File: src/rtl/data_mem_responder.sv
// rtl/data_mem_responder.sv - multi-cycle data memory responder for the MEM pipeline stage
module data_mem_responder #(
    parameter int WORD_LEN = 32,
    parameter int DEPTH    = 64,
    parameter int LATENCY  = 2
) (
    input  logic                clk,
    input  logic                rst,
    input  logic                MEM_R_EN,
    input  logic                MEM_W_EN,
    input  logic [WORD_LEN-1:0] addr,
    input  logic [WORD_LEN-1:0] wdata,
    output logic [WORD_LEN-1:0] rdata,
    output logic                rsp_valid,
    output logic                stall,
    output logic                err
);

    localparam int AW = $clog2(DEPTH);

    typedef enum logic [1:0] {IDLE, BUSY, RESP} state_t;

    state_t                state, state_nxt;
    logic [3:0]            cnt;
    logic [WORD_LEN-1:0]   addr_q;
    logic [WORD_LEN-1:0]   wdata_q;
    logic                  load_q;
    logic                  accept;
    logic                  execute;
    logic                  illegal_q;
    logic [AW-1:0]         index_q;
    logic [WORD_LEN-1:0]   mem [DEPTH];

    assign illegal_q = (addr_q[1:0] != 2'b00) || (addr_q >= WORD_LEN'(4 * DEPTH));
    assign index_q   = addr_q[AW+1:2];
    assign execute   = (state == BUSY) && (cnt == 4'd0);

    always_comb begin
        state_nxt = state;
        accept    = 1'b0;
        stall     = 1'b0;
        err       = 1'b0;
        rsp_valid = 1'b0;
        case (state)
            IDLE: begin
                if (MEM_R_EN && MEM_W_EN) begin
                    err = 1'b1;
                end else if (MEM_R_EN || MEM_W_EN) begin
                    accept    = 1'b1;
                    stall     = 1'b1;
                    state_nxt = BUSY;
                end
            end
            BUSY: begin
                stall = 1'b1;
                if (cnt == 4'd0) begin
                    state_nxt = RESP;
                end
            end
            RESP: begin
                rsp_valid = 1'b1;
                err       = illegal_q;
                state_nxt = IDLE;
            end
            default: state_nxt = IDLE;
        endcase
        // Outputs are forced quiet while reset is held, regardless of inputs.
        if (!rst) begin
            accept = 1'b0;
            stall  = 1'b0;
            err    = 1'b0;
        end
    end

    always_ff @(posedge clk or negedge rst) begin
        if (!rst) begin
            state   <= IDLE;
            cnt     <= 4'd0;
            addr_q  <= '0;
            wdata_q <= '0;
            load_q  <= 1'b0;
            rdata   <= '0;
        end else begin
            state <= state_nxt;
            if (accept) begin
                addr_q  <= addr;
                wdata_q <= wdata;
                load_q  <= MEM_R_EN;
                cnt     <= 4'(LATENCY - 1);
            end else if (state == BUSY && cnt != 4'd0) begin
                cnt <= cnt - 4'd1;
            end
            if (execute && load_q) begin
                rdata <= illegal_q ? '0 : mem[index_q];
            end
        end
    end

    // Storage is deliberately outside the reset domain; reset only aborts in-flight writes.
    always_ff @(posedge clk) begin
        if (execute && !load_q && !illegal_q) begin
            mem[index_q] <= wdata_q;
        end
    end

endmodule

File: config.mk
export PLATFORM = sky130hd
export DESIGN_NAME = data_mem_responder
export DESIGN_NICKNAME = d
export VERILOG_FILES = /design/src/rtl/data_mem_responder.sv
export SDC_FILE = /design/constraint.sdc
export NUM_CORES = 2
export LEC_CHECK = 0
export CORE_MARGIN = 1
export CORE_UTILIZATION = 40
export CTS_CLUSTER_DIAMETER = 150
export DETAILED_ROUTE_END_ITERATION = 6
export GPL_TIMING_DRIVEN = 0
export MAX_ROUTING_LAYER = met4
export PLACE_DENSITY = 0.51
export SYNTH_ARGS = -nofsm -noshare
export SYNTH_HDL_FRONTEND = slang
export SYNTH_SLANG_ARGS = --single-unit
File: constraint.sdc
create_clock -name clk -period 7.08 [get_ports clk]
set_input_delay 1.416 -clock clk [delete_from_list [all_inputs] [get_ports clk]]
set_output_delay 1.416 -clock clk [all_outputs]
set_load 0.02 [all_outputs]
==> summary.txt <==
Clocking
  • Post-CTS setup buffer count: 0
  • Clock buffer depth: 3
  • TritonCTS clock tree: done
  • H-tree Lvls: 4
  • Root Buffer: clkbuf_16
  • Post-CTS Hold Buffers: 0
  • CTS Buf Count: between 200 and 250
  • Clk Latency, worst-skew pair: 920 ps
  • Clk slew on worst S/H paths: around 60 ps
  • Clock Sinks: between 2000 and 2500
  • Resize count post-CTS: 0

Final layout
  • # nets final: ~4800
  • Most frequent cells in the layout: edfxtp_1 (2048), mux4_2 (269), clkbuf_16 (225)
  • Fillers: 16860
  • Cell area after layout: between 90000 and 100000 µm²
  • Synth-to-layout area growth: 19.40%
  • Non-Filler Instances: ~7700
  • Most common cell after layout, fill and taps aside: edfxtp_1
  • Share of layout cells above drive strength 1: ~25%
  • Core Util, Final: between 40% and 50%

Synthesis
  • Synth Register Bits: 2151
  • XOR/XNOR Fraction of Synth Area: less than 1%
  • Syn Area/Cell: ~20 µm²
  • Net Count, Synth: around 4300
  • Post-Syn Area: a little over 80000 µm²
  • Area share of fa/ha/maj cells after synthesis: less than 1%
  • Synth top area share: roughly 74%
  • Largest area contributor in the netlist: edfxtp_1
  • Yosys Warn Count: 0
  • Most common flop cell mapped by yosys: edfxtp_1
  • Complex-gate fraction of the synthesized area: approximately 6.6%
  • Sequential fraction of the synthesis area: slightly below 80%
  • Asr flop ratio synth: 4.788%
  • Top post-synthesis cells by area: edfxtp_1 (74%), mux4_2 (7.3%), dfrtp_1 (3.1%)
  • Synthesized instance count: 4241
  • Largest family of logic cells by synthesized area: multiplexers
  • Number of flops mapped to enable cells by yosys: between 2000 and 2500
  • Post-synthesis simple-gate area fraction: under 10%
  • Mux contribution to synthesized area: between 10% and 20%
  • Unique masters post-synth: between 70 and 80

Setup path
  • Startpoint class of the critical path: register
  • Worst path required time: around 7700 ps
  • Worst EP arrival: between 6000 and 7000 ps
  • CP max FO: 12
  • Worst Setup End Kind: register
  • Kind of critical path: register to register

Floorplan
  • Chip height: 456.8 µm
  • Die W: approximately 460 µm
  • Initial Util: between 40 and 50%
  • Die area: approximately 210000 µm²
  • I/O pin cnt: about 100
  • Row cnt: about 170
  • CORE AREA: approximately 200000 µm²

Placement
  • Routability cong.: between 0.9 and 1
  • Post-placement cell count: about 7200
  • Place WS: roughly 1300 ps
  • Area after DPL: just over 90000 µm²
  • Dpl hpwl: about 260 mm
  • IO buf count: between 100 and 150

STA
  • Final Hold Viols: 0
  • Final WS setup: between 800 and 900 ps
  • Worst Tran Pin Value: about 1700 ps
  • Final Slew Violations: around 110
  • Max Fclk: around 160 MHz
  • Final setup fails: 0
  • Max-slew headroom: -15.02%
  • Tcrit/Tclk final: approximately nine tenths
  • Hold slack: 495.8 ps
  • RSZ-0062 raised after global routing: false
  • Tmin final: a little over 6000 ps
  • Fin Clk Skew: 62.53 ps

Routing
  • Avg WL per Cell: slightly above 50 µm
  • Routed wire length: around 390 mm
  • Residual DRC: 0
  • Via count: between 50000 and 60000
  • Antenna-violating nets left: 0
  • 1st-iter DRT viols: approximately 11000
  • First-pass iteration count of the detailed router: 7
  • DR vias/cell: about 7

GRT
  • Global-route wire length before repair: approximately 500 mm
  • Largest net degree at the start of global routing: around 70
  • Tot GR Track Use: between 30% and 40%
  • Initial antenna violation count: 55
  • Vias in the first global route: between 40000 and 50000
  • GRT overflow: 0

Outcome
  • Status: finished, violations left
  • Failing checks: capacitance limit, slew limit

Power
  • Worst vdd ir: approximately 0.53 mV
  • Power Dens Cells: between 400 and 500 nW/µm²
  • Static leakage: about 31 nW

Hold path
  • Worst Hold Class: input port to asynchronous set/reset pin

Run
  • Max-Cap Viols: 15
synthesized netlist by cell type, types with 25 or more instances:
master	n
a211oi_1	53
a21oi_1	109
a221oi_1	25
buf_2	84
buf_4	58
buf_6	43
clkbuf_1	71
dfrtp_1	103
edfxtp_1	2048
mux2_2	170
mux2i_1	133
mux4_2	269
nand2_1	116
nor2_1	174
o21ai_0	139
o221ai_1	96
o22ai_1	220
cells by family (layout without fill, tap and decap cells):
kind of cell	after synthesis	count (layout)
adder cells (fa/ha/maj)	3	3
AO/OA/AOI/OAI	801	801
XOR/XNOR	3	3
AND/OR/NAND/NOR	427	427
other	0	39
multiplexers	574	574
flip-flops	2151	2151
buffers and inverters	282	973
final cells by class:
type | instances | area (µm²) | area share, %
buffer | 274 | 1848 | 1.871
tap | 2688 | 3363 | 3.405
inverter | 8 | 30.03 | 0.03040
sequential | 2151 | 64150 | 64.95
timing repair buffer | 274 | 4629 | 4.687
multi-input combinational | 1808 | 17330 | 17.54
clock inverter | 108 | 1215 | 1.230
antenna | 39 | 97.59 | 0.09880
clock buffer | 309 | 6116 | 6.191
metal layers:
layer	up-vias	wire (µm)	global-route usage (%)
li1	18700	-	-
met1	27710	136700	47.13
met2	5206	163000	52.35
met3	1382	58260	14.47
met4	0	34290	26.17
met5	-	0	-
registers in the layout (all words and copies together), names as in the netlist:
| signal | count |
|---|---|
| load_q | 1 |
| cnt | 4 |
| wdata_q | 32 |
| rdata | 32 |
| addr_q | 32 |
| mem | 2048 |
| state | 2 |
worst max-delay path, stage by stage, from the launching register on:
cell	delay, ps
dfrtp_1	370
buf_6	140
buf_6	180
inv_1	170
buf_2	860
buf_2	810
clkbuf_2	780
nand4_1	950
nor2_4	1040
buf_12	280
buf_12	210
stage by stage:
stage	total power, W	TNS [ps]
floorplan	0.02348	0
global placement	0.03205	-2850520
detailed placement	0.03250	0
CTS	0.04419	0
global route	0.04523	0
finish	0.04532	0
power breakdown:
part | total, W | switching [W] | internal [W]
registers | 0.0172 | 0.00120 | 0.0160
logic | 0.0162 | 0.0120 | 0.00416
clock network | 0.0120 | 0.00517 | 0.00680
worst paths after layout:
path	start	to	slack, ps	cells past startpoint
setup / recovery	addr_q[2]	mem[6][21]	850	10
hold / removal	rst	wdata_q[29]	500	1
setup reg to reg	addr_q[2]	mem[6][21]	850	10
hold reg to reg	addr_q[25]	addr_q[25]	510	1
max in group asynchronous	rst	wdata_q[7]	5730	2
min in group clk	addr_q[25]	addr_q[25]	510	1
Note: power is estimated with default switching activity, not from simulation.
